===== src/rtl/reflet_arbiter_pkg.sv =====
// Shared encodings for the reflet two-master bus arbiter.
package reflet_arbiter_pkg;

  typedef enum logic [1:0] {
    IDLE  = 2'd0,
    ISSUE = 2'd1,
    WAIT  = 2'd2,
    DONE  = 2'd3
  } arb_state_t;

  localparam logic M0 = 1'b0;
  localparam logic M1 = 1'b1;

endpackage


===== src/rtl/reflet_bus_arbiter_if.sv =====
// Master-side handshakes and peripheral bus of the reflet arbiter.
// Lock inputs exist only when REFLET_ARBITER_LOCK_EN is defined.
interface reflet_bus_arbiter_if #(
  parameter int wordsize = 8
);
  logic                m0_req;
  logic [wordsize-1:0] m0_addr;
  logic                m0_write_en;
  logic [wordsize-1:0] m0_data_out;
  logic                m0_ack;
  logic [wordsize-1:0] m0_data_in;

  logic                m1_req;
  logic [wordsize-1:0] m1_addr;
  logic                m1_write_en;
  logic [wordsize-1:0] m1_data_out;
  logic                m1_ack;
  logic [wordsize-1:0] m1_data_in;

`ifdef REFLET_ARBITER_LOCK_EN
  logic                m0_lock;
  logic                m1_lock;
`endif

  logic [wordsize-1:0] bus_addr;
  logic                bus_write_en;
  logic [wordsize-1:0] bus_data_out;
  logic [wordsize-1:0] bus_data_in;
  logic                busy;

  // slave: the arbiter itself; master: the requesting masters plus peripherals.
  modport slave (
    input  m0_req, m0_addr, m0_write_en, m0_data_out,
    output m0_ack, m0_data_in,
    input  m1_req, m1_addr, m1_write_en, m1_data_out,
    output m1_ack, m1_data_in,
`ifdef REFLET_ARBITER_LOCK_EN
    input  m0_lock, m1_lock,
`endif
    output bus_addr, bus_write_en, bus_data_out,
    input  bus_data_in,
    output busy
  );

  modport master (
    output m0_req, m0_addr, m0_write_en, m0_data_out,
    input  m0_ack, m0_data_in,
    output m1_req, m1_addr, m1_write_en, m1_data_out,
    input  m1_ack, m1_data_in,
`ifdef REFLET_ARBITER_LOCK_EN
    output m0_lock, m1_lock,
`endif
    input  bus_addr, bus_write_en, bus_data_out,
    output bus_data_in,
    input  busy
  );

endinterface


===== src/rtl/reflet_rr_pick2.sv =====
// Two-way round-robin pick: masked requests, tie goes to the master that was not last served.
module reflet_rr_pick2 (
  input  logic req0,
  input  logic req1,
  input  logic mask0,
  input  logic mask1,
  input  logic last,
  output logic grant_valid,
  output logic grant_idx
);
  logic elig0;
  logic elig1;

  assign elig0       = req0 & ~mask0;
  assign elig1       = req1 & ~mask1;
  assign grant_valid = elig0 | elig1;
  assign grant_idx   = (elig0 & elig1) ? ~last : elig1;

endmodule


===== src/rtl/reflet_bus_arbiter.sv =====
// Two-master round-robin arbiter for the reflet system bus, one transaction at a time.
// Define REFLET_ARBITER_LOCK_EN to let a master chain up to max_lock locked transactions.
module reflet_bus_arbiter
  import reflet_arbiter_pkg::*;
#(
  parameter int wordsize     = 8,
  parameter int read_latency = 1,
  parameter int max_lock     = 4
) (
  input logic                 clk,
  input logic                 reset,
  reflet_bus_arbiter_if.slave arb
);
  localparam int              chain_w  = $clog2(max_lock + 1);
  localparam logic [chain_w-1:0] chain_max = chain_w'(max_lock);
  localparam logic [3:0]      lat_load = (read_latency > 0) ? 4'(read_latency - 1) : 4'd0;

  arb_state_t          state, state_next;
  logic                last;
  logic [1:0]          mask;
  logic                gidx;
  logic [wordsize-1:0] lat_addr;
  logic                lat_we;
  logic [wordsize-1:0] lat_wdata;
  logic [3:0]          cnt;
  logic [wordsize-1:0] din0, din1;
  logic [chain_w-1:0]  chain, chain_inc;

  logic                grant_valid, grant_idx;
  logic [wordsize-1:0] sel_addr, sel_wdata;
  logic                sel_we;
  logic                capture;
  logic                lock_g;
  logic                hold;

  logic                ack0, ack1;
  logic [wordsize-1:0] bus_addr_c, bus_dout_c;
  logic                bus_we_c;

  reflet_rr_pick2 u_pick (
    .req0        (arb.m0_req),
    .req1        (arb.m1_req),
    .mask0       (mask[0]),
    .mask1       (mask[1]),
    .last        (last),
    .grant_valid (grant_valid),
    .grant_idx   (grant_idx)
  );

`ifdef REFLET_ARBITER_LOCK_EN
  assign lock_g = (gidx == M1) ? arb.m1_lock : arb.m0_lock;
`else
  assign lock_g = 1'b0;
`endif

  assign sel_addr  = (grant_idx == M1) ? arb.m1_addr     : arb.m0_addr;
  assign sel_we    = (grant_idx == M1) ? arb.m1_write_en : arb.m0_write_en;
  assign sel_wdata = (grant_idx == M1) ? arb.m1_data_out : arb.m0_data_out;

  // Saturating so a master that keeps locking while alone cannot wrap the count.
  assign chain_inc = (chain < chain_max) ? chain + chain_w'(1) : chain;
  assign hold      = lock_g && (chain_inc < chain_max);

  assign capture = (state == ISSUE && !lat_we && read_latency == 0) ||
                   (state == WAIT && cnt == 4'd0);

  always_comb begin
    // NOTE: every signal gets a default first so no path through the case infers a latch.
    state_next = state;
    ack0       = 1'b0;
    ack1       = 1'b0;
    bus_addr_c = '0;
    bus_dout_c = '0;
    bus_we_c   = 1'b0;
    case (state)
      IDLE: if (grant_valid) state_next = ISSUE;
      ISSUE: begin
        bus_addr_c = lat_addr;
        bus_dout_c = lat_wdata;
        bus_we_c   = lat_we;
        state_next = (lat_we || read_latency == 0) ? DONE : WAIT;
      end
      WAIT: begin
        bus_addr_c = lat_addr;
        bus_dout_c = lat_wdata;
        if (cnt == 4'd0) state_next = DONE;
      end
      DONE: begin
        ack0       = (gidx == M0);
        ack1       = (gidx == M1);
        state_next = IDLE;
      end
      default: state_next = IDLE;
    endcase
  end

  always_ff @(posedge clk) begin
    if (reset) begin
      // NOTE: sequential state uses non-blocking assignments so every register samples pre-edge values.
      state     <= IDLE;
      last      <= M1;
      mask      <= '0;
      gidx      <= M0;
      lat_addr  <= '0;
      lat_we    <= 1'b0;
      lat_wdata <= '0;
      cnt       <= '0;
      din0      <= '0;
      din1      <= '0;
      chain     <= '0;
    end else begin
      state <= state_next;
      case (state)
        IDLE: begin
          mask <= '0;
          if (grant_valid) begin
            gidx      <= grant_idx;
            last      <= grant_idx;
            lat_addr  <= sel_addr;
            lat_we    <= sel_we;
            lat_wdata <= sel_wdata;
            if (grant_idx != gidx) chain <= '0;
          end
        end
        ISSUE: if (!lat_we) cnt <= lat_load;
        WAIT:  if (cnt != 4'd0) cnt <= cnt - 4'd1;
        DONE: begin
          // A held lock keeps the master unmasked and makes the other one "last" so it wins a tie.
          if (hold) begin
            mask <= '0;
            last <= ~gidx;
          end else begin
            mask <= (gidx == M1) ? 2'b10 : 2'b01;
          end
          chain <= lock_g ? chain_inc : '0;
        end
        default: ;
      endcase
      if (capture && gidx == M0) din0 <= arb.bus_data_in;
      if (capture && gidx == M1) din1 <= arb.bus_data_in;
    end
  end

  assign arb.m0_ack       = ack0;
  assign arb.m1_ack       = ack1;
  assign arb.m0_data_in   = din0;
  assign arb.m1_data_in   = din1;
  assign arb.bus_addr     = bus_addr_c;
  assign arb.bus_write_en = bus_we_c;
  assign arb.bus_data_out = bus_dout_c;
  assign arb.busy         = (state != IDLE);

endmodule


===== src/flat_wrapper.sv =====
// flat-port wrapper written by rule: the top's interface ports become plain ports
module reflet_bus_arbiter_flat import reflet_arbiter_pkg::*;
#(
  parameter int wordsize     = 8,
  parameter int read_latency = 1,
  parameter int max_lock     = 4
)
  (clk, reset, arb_m0_req, arb_m0_addr, arb_m0_write_en, arb_m0_data_out, arb_m0_ack, arb_m0_data_in, arb_m1_req, arb_m1_addr, arb_m1_write_en, arb_m1_data_out, arb_m1_ack, arb_m1_data_in, arb_bus_addr, arb_bus_write_en, arb_bus_data_out, arb_bus_data_in, arb_busy);
  reflet_bus_arbiter_if #(.wordsize(wordsize)) arb_i ();
  input logic clk;
  input logic reset;
  input wire logic [$bits(arb_i.m0_req)-1:0] arb_m0_req;
  input wire logic [$bits(arb_i.m0_addr)-1:0] arb_m0_addr;
  input wire logic [$bits(arb_i.m0_write_en)-1:0] arb_m0_write_en;
  input wire logic [$bits(arb_i.m0_data_out)-1:0] arb_m0_data_out;
  output wire logic [$bits(arb_i.m0_ack)-1:0] arb_m0_ack;
  output wire logic [$bits(arb_i.m0_data_in)-1:0] arb_m0_data_in;
  input wire logic [$bits(arb_i.m1_req)-1:0] arb_m1_req;
  input wire logic [$bits(arb_i.m1_addr)-1:0] arb_m1_addr;
  input wire logic [$bits(arb_i.m1_write_en)-1:0] arb_m1_write_en;
  input wire logic [$bits(arb_i.m1_data_out)-1:0] arb_m1_data_out;
  output wire logic [$bits(arb_i.m1_ack)-1:0] arb_m1_ack;
  output wire logic [$bits(arb_i.m1_data_in)-1:0] arb_m1_data_in;
  output wire logic [$bits(arb_i.bus_addr)-1:0] arb_bus_addr;
  output wire logic [$bits(arb_i.bus_write_en)-1:0] arb_bus_write_en;
  output wire logic [$bits(arb_i.bus_data_out)-1:0] arb_bus_data_out;
  input wire logic [$bits(arb_i.bus_data_in)-1:0] arb_bus_data_in;
  output wire logic [$bits(arb_i.busy)-1:0] arb_busy;
  assign arb_i.m0_req = arb_m0_req;
  assign arb_i.m0_addr = arb_m0_addr;
  assign arb_i.m0_write_en = arb_m0_write_en;
  assign arb_i.m0_data_out = arb_m0_data_out;
  assign arb_m0_ack = arb_i.m0_ack;
  assign arb_m0_data_in = arb_i.m0_data_in;
  assign arb_i.m1_req = arb_m1_req;
  assign arb_i.m1_addr = arb_m1_addr;
  assign arb_i.m1_write_en = arb_m1_write_en;
  assign arb_i.m1_data_out = arb_m1_data_out;
  assign arb_m1_ack = arb_i.m1_ack;
  assign arb_m1_data_in = arb_i.m1_data_in;
  assign arb_bus_addr = arb_i.bus_addr;
  assign arb_bus_write_en = arb_i.bus_write_en;
  assign arb_bus_data_out = arb_i.bus_data_out;
  assign arb_i.bus_data_in = arb_bus_data_in;
  assign arb_busy = arb_i.busy;
  reflet_bus_arbiter #(.wordsize(wordsize), .read_latency(read_latency), .max_lock(max_lock)) u_core (.clk(clk), .reset(reset), .arb(arb_i));
endmodule

===== config.mk =====
export PLATFORM = sky130hd
export DESIGN_NAME = reflet_bus_arbiter_flat
export DESIGN_NICKNAME = d
export VERILOG_FILES = /design/src/rtl/reflet_arbiter_pkg.sv /design/src/rtl/reflet_bus_arbiter_if.sv /design/src/rtl/reflet_rr_pick2.sv /design/src/rtl/reflet_bus_arbiter.sv /design/src/flat_wrapper.sv
export SDC_FILE = /design/constraint.sdc
export NUM_CORES = 1
export LEC_CHECK = 0
export ABC_AREA = 1
export BUFFER_PORTS_ARGS = -buffer_cell sky130_fd_sc_hd__buf_4
export CORE_AREA = 2 2 86 68
export CTS_CLUSTER_SIZE = 8
export DETAILED_ROUTE_END_ITERATION = 6
export DIE_AREA = 0 0 88 70
export GPL_TIMING_DRIVEN = 0
export PLACE_DENSITY = 0.72
export SLEW_MARGIN = 20
export SYNTH_ARGS = -nofsm -noshare
export SYNTH_HDL_FRONTEND = slang
export SYNTH_SLANG_ARGS = --single-unit

===== constraint.sdc =====
create_clock -name clk -period 1.6 [get_ports clk]
set_clock_uncertainty 0.05 [all_clocks]
set_input_delay 0.32 -clock clk [delete_from_list [all_inputs] [get_ports clk]]
set_output_delay 0.32 -clock clk [all_outputs]
set_load 0.02 [all_outputs]

# Word level (Yosys, flattened, before mapping)
# Cells that the tools add are included.
[word_totals]
reg_bits = 43
latchBits = 0
ram_bits = 0
mem_bits_ro = 0
inputBits = 46
word_cells = 57
memories = 0
[classes]
add_sub_neg = 1
n_mul = 0
n_div = 0
order_cmp = 0
n_eq_ne = 7
n_shift = 0
muxes = 18
n_bitwise = 8
n_reduce_logical = 13
[ops]
columns = ["cell", "count"]
rows = [
  ["8-bit 2-to-1 mux", 4],
  ["4-bit 2-to-1 mux", 2],
  ["2-bit one-hot mux with 4 select lines", 1],
  ["4-bit one-hot mux with 2 select lines", 1],
  ["1-bit 2-to-1 mux", 6],
  ["2-bit 2-to-1 mux", 3],
  ["2-bit != test (second input constant)", 3],
  ["2-bit nonzero test", 3],
  ["2-bit == test (second input constant)", 2],
  ["4-bit zero test", 1],
  ["1-bit inverter", 4],
  ["2-bit one-hot mux with 2 select lines", 1],
  ["2-bit AND reduction", 2],
  ["4-bit nonzero test", 1],
  ["4-bit by 1-bit subtractor with 4-bit output (second input constant)", 1],
  ["1-bit AND", 3],
  ["1-bit logical AND", 3],
  ["3-bit AND reduction", 1],
  ["2-bit by 1-bit == test with 1-bit output (second input constant)", 1],
  ["2-bit zero test", 1],
  ["2-bit by 1-bit != test with 1-bit output (second input constant)", 1],
  ["2-bit OR reduction", 1],
  ["1-bit OR", 1],
]

# Logic depth before layout (Yosys ltp)
[logic_depth]
ltp_word = 5
ltp_mapped = 9
depth_no_buf = 9

# By module
# Synthesis repeated with hierarchy kept, for this count alone.
[unflattened]
hier_cells = 316
area_unflattened_um2 = 2182.1
[modules_own_cells]
columns = ["module", "instances", "cells_each", "area_each_um2", "seq_area_each_um2"]
rows = [
  ["reflet_bus_arbiter", 1, 308, 2149.6, 860.8],
  ["reflet_rr_pick2", 1, 8, 32.5, 0.0],
]

# Worst setup path after synthesis
# Ideal clock, no wire load.
[synth_path]
path_kind = "flip-flop to output port"
startpoint = "register u_core.state[0]"
endpoint = "output port arb_bus_addr[0]"
arrival_time_ns = 1.369
required_time_ns = 1.230
slack_ns = -0.139
path_stages_with_launch = 7
path_buffers = 2
cell_sequence = "dfxtp_1 inv_1 ha_1 buf_2 buf_1 nand2_1 inv_1"
[synth_between]
elab_chain_len = 3
[synth_lines]
columns = ["item", "line_no", "source"]
rows = [
  ["start: declaration", "reflet_bus_arbiter.sv:18", "arb_state_t state, state_next;"],
  ["start signal: assignment", "reflet_bus_arbiter.sv:112", "state <= state_next;"],
  ["2-bit == test / 2-bit by 1-bit == test with 1-bit output (equally long branches)", "--", ""],
  ["2-bit OR reduction (no line) (*)", "--", ""],
  ["8-bit 2-to-1 mux (*)", "reflet_bus_arbiter.sv:75", "case (state)"],
  ["end: declaration", "flat_wrapper.sv:24", "output wire logic [$bits(arb_i.bus_addr)-1:0] arb_bus_addr;"],
]
# Every way passes the cells marked *; elsewhere a longest branch is shown, timed or not.

# Worst setup path in the final report
[layout_path]
startpoint = "register u_core.state[0]"
endpoint = "output port arb_bus_data_out[4]"
[layout_between]
elab_chain_len = 3
[layout_lines]
columns = ["item", "line_no", "source"]
rows = [
  ["2-bit == test / 2-bit by 1-bit == test with 1-bit output (equally long branches)", "--", ""],
  ["2-bit OR reduction (no line) (*)", "--", ""],
  ["8-bit 2-to-1 mux (*)", "reflet_bus_arbiter.sv:75", ""],
  ["end: declaration", "flat_wrapper.sv:26", "output wire logic [$bits(arb_i.bus_data_out)-1:0] arb_bus_data_out;"],
]
# Marked as above.

==> summary.txt <==
Logic synthesis
  • Share of the yosys chip area belonging to registers: 37.2%
  • Synth warn: 0
  • Syn nets: 389
  • Post-synth cell types: 25
  • Gate Count Post-Synth: 338
  • Post-Synthesis Mean Instance Area: 6.84 µm²
  • Cell Area, Synth: 2310 µm²
  • Synth Register Bits: 43

Worst hold path
  • Endpoint of the worst hold path: u_core.arb.m1_data_in[2]$_SDFFE_PP0P_
  • Hold wc startpoint: arb_bus_data_in[2]
  • Hold path depth: 3
  • Min-delay worst type: input port to register

Flow run
  • Max_cap viols: 0

Clock network
  • CTS tree: yes
  • # hold bufs at CTS: 0
  • H-tree depth reported by CTS: 2
  • CTS Root Cell: clkbuf_8
  • Clock sinks: 43
  • Skew-Pair Late Insertion Delay: 0.30 ns
  • Clock buffer depth: 2
  • Clock buffer count from CTS: 5
  • Clock transition at path regs: 0.09 ns

Power and ir drop
  • Combinational Power Share: 62.7%
  • Leakage: 1.93 nW
  • Clk pwr share: 12.4%
  • Reg power frac: 24.9%
  • Total internal power: 3.95 mW
  • Psw: 3.10 mW
  • Sw Ratio: 44.0%
  • PD cells: 1970 nW/µm²
  • Peak VDD IR: 1.06 mV

STA
  • Max Freq: 556 MHz
  • Tmin final: 1.80 ns
  • Final Hold Viols: 0
  • Slew HR: 54.4%
  • Final worst setup slack: -0.197 ns
  • Endpoints failing setup: 20
  • Unrepaired setup endpoints after global routing: true
  • Actual slew at the worst max-slew pin: 0.684 ns
  • Max-slew violation count: 0
  • Ratio of final minimum period to clock period: 112%

Detailed routing
  • DRT iter0 DRCs: 147
  • DR DRC count: 0
  • Vias per inst: 4.67
  • Total Wirelength: 6350 µm
  • WL per Instance: 12.1 µm
  • Routed Antenna Nets: 0
  • Vias: 2453
  • Drt pass-1 iters: 4

Run status
  • Failing checks: negative setup slack
  • Status: finished, violations left

Die
  • Die width: 88 µm
  • Core ar.: 5440 µm²
  • Die area: 6160 µm²
  • Initial Utilization: 42.5%
  • Die height: 70 µm
  • Num rows: 24
  • Num ports: 82

Layout
  • Filler instances: 458
  • Finished Layout Cells: 525
  • Layout cell share with drive strength beyond 1: 45.6%
  • Fin area: 3590 µm²
  • Ant. Diodes: 0
  • Final net count: 497
  • Area Overhead vs Synth: 55.3%

GRT
  • Initial antenna violation count: 0
  • Largest net degree at the start of global routing: 16
  • First-pass GRT wire length: 10300 µm
  • Congestion Overflow GR: 0
  • Vias in the first global route: 2292
  • GRT Overall Usage: 21.1%

Worst setup path
  • Crit path cell chain: inv_4 -> ha_4 -> buf_8 -> nand2_2 -> inv_2 -> buf_6
  • R2r setup slk: -0.01 ns
  • FF-to-FF Start: u_core.state[0]$_SDFFE_PP0P_
  • FF-to-FF End: u_core.mask[0]$_SDFFE_PP0P_
  • Crit-path max FO: 6
  • CP Class: register to output pin
  • R2R cell count: 10
  • Startpoint type of the worst setup path: register
  • Arrival @ worst endpoint: 1.43 ns
  • Critical Path Sink Type: output pin
  • Master of the slowest instance on the critical path: dfxtp_4
  • Worst path max stage delay: 0.37 ns
  • WP data required: 1.23 ns

Place
  • Placement Cell Area: 3020 µm²
  • RePlAce Congestion: 0.846
  • Setup WS pre-CTS: -0.344 ns
  • Inst Count DP: 497
  • IO buf count: 81
  • Hpwl dp: 4210 µm
[kinds of logic (layout without fill, tap and decap cells)]
kind of cell | count (synthesis) | after routing | synth area share, %
AND/OR/NAND/NOR | 162 | 163 | 33.8
adder cells (fa/ha/maj) | 5 | 5 | 2.71
AO/OA/AOI/OAI | 43 | 43 | 10.6
buffers and inverters | 85 | 193 | 15.6
flip-flops | 43 | 43 | 37.2
[Yosys cell counts (all sizes together)]
cell type / instances / area (µm²)
nand2: 75 / 314
inv: 73 / 282
nand3: 44 / 238
dfxtp: 43 / 861
nor2: 38 / 198
a21oi: 24 / 150
o21ai: 19 / 95.1
buf: 11 / 76.3
ha: 5 / 62.6
nand4: 5 / 31.3
clkbuf: 1 / 3.75
[layer usage]
metal	track usage, %	routed length (µm)	vias up
li1	-	-	1268
met4	7.52	101	0
met1	27.8	2860	1117
met3	3.55	317	7
met5	0	0	-
met2	34.6	3070	61
[power groups by stage]
stage / combinational (mW) / clock (mW) / sequential (mW)
after detailed placement: 3.08 / 0 / 1.68
final: 4.43 / 0.877 / 1.75
after global routing: 4.82 / 0.943 / 1.79
after CTS: 4.07 / 0.907 / 1.71
after global placement: 3.03 / 0 / 1.67
after floorplan: 2.11 / 0 / 1.74
[critical path: cells and delay by family (launching register included)]
| family | cells | cell delay (ns) |
|---|---|---|
| simple gates | 1 | 0.05 |
| buf+inv | 4 | 0.34 |
| flops | 1 | 0.37 |
| fa+ha+maj | 1 | 0.35 |
[stage by stage]
stage | hold slack (ns) | TNS (ns) | power (mW) | util, %
after floorplan | 0.394 | 0 | 3.85 | -
after global placement | 0.407 | -3.33 | 4.70 | 55.5
after detailed placement | 0.416 | -3.95 | 4.76 | 55.5
after CTS | 0.192 | -3.06 | 6.69 | 63.7
after global routing | 0.193 | -4.59 | 7.55 | 66.0
final | 0.198 | -3.30 | 7.06 | 66.0
[sequential cells by signal (all words and copies together) (netlist names), 2 cells and up]
signal and cells:
u_core.arb.m0_data_in 8, u_core.arb.m1_data_in 8, u_core.cnt 4, u_core.lat_addr 8, u_core.lat_wdata 8, u_core.mask 2
u_core.state 2
[area by class of cell]
| class | instances | area, µm² | share of cell area (%) |
|---|---|---|---|
| multi-input combinational | 211 | 1260 | 35.1 |
| sequential | 43 | 870 | 24.2 |
| timing repair buffer | 101 | 870 | 24.2 |
| inverter | 73 | 292 | 8.12 |
| tap | 78 | 97.6 | 2.72 |
| buffer | 11 | 86.3 | 2.41 |
| clock buffer | 5 | 68.8 | 1.92 |
| clock inverter | 3 | 47.5 | 1.32 |
[layout by cell type, fill, tap and decap left out, types with 2 or more instances in the layout]
| cell | instances |
|---|---|
| a21oi_1 | 14 |
| a21oi_2 | 10 |
| buf_1 | 2 |
| buf_2 | 3 |
| buf_4 | 79 |
| buf_6 | 23 |
| buf_8 | 2 |
| clkbuf_8 | 5 |
| dfxtp_1 | 40 |
| dfxtp_4 | 2 |
| ha_4 | 3 |
| inv_1 | 45 |
| inv_2 | 22 |
| inv_4 | 5 |
| inv_6 | 2 |
| nand2_1 | 49 |
| nand2_2 | 12 |
| nand2_4 | 14 |
| nand3_1 | 41 |
| nand3_2 | 2 |
| nand4_1 | 5 |
| nor2_1 | 27 |
| nor2_2 | 9 |
| nor2_8 | 2 |
| o21ai_0 | 2 |
| o21ai_1 | 16 |
[what timing repair did]
action,in CTS,in global routing
setup buffers,14,5
gates resized for setup,63,26
cloned,1,1
pin swaps,3,8
endpoints found under the setup margin,23,40
[worst max path at each step]
stage               slack [ns]                          from             endpoint  cells after the start
floorplan               0.0005  u_core.state[0]$_SDFFE_PP0P_      arb_bus_addr[0]                      6
global placement         -0.31  u_core.state[0]$_SDFFE_PP0P_      arb_bus_addr[5]                      7
detailed placement       -0.34  u_core.state[0]$_SDFFE_PP0P_      arb_bus_addr[5]                      7
CTS                      -0.21  u_core.state[0]$_SDFFE_PP0P_  arb_bus_data_out[4]                      7
global route             -0.26  u_core.state[0]$_SDFFE_PP0P_      arb_bus_addr[0]                      6
finish                   -0.20  u_core.state[0]$_SDFFE_PP0P_  arb_bus_data_out[4]                      6
No activity file was read; power rests on OpenSTA's default activity.
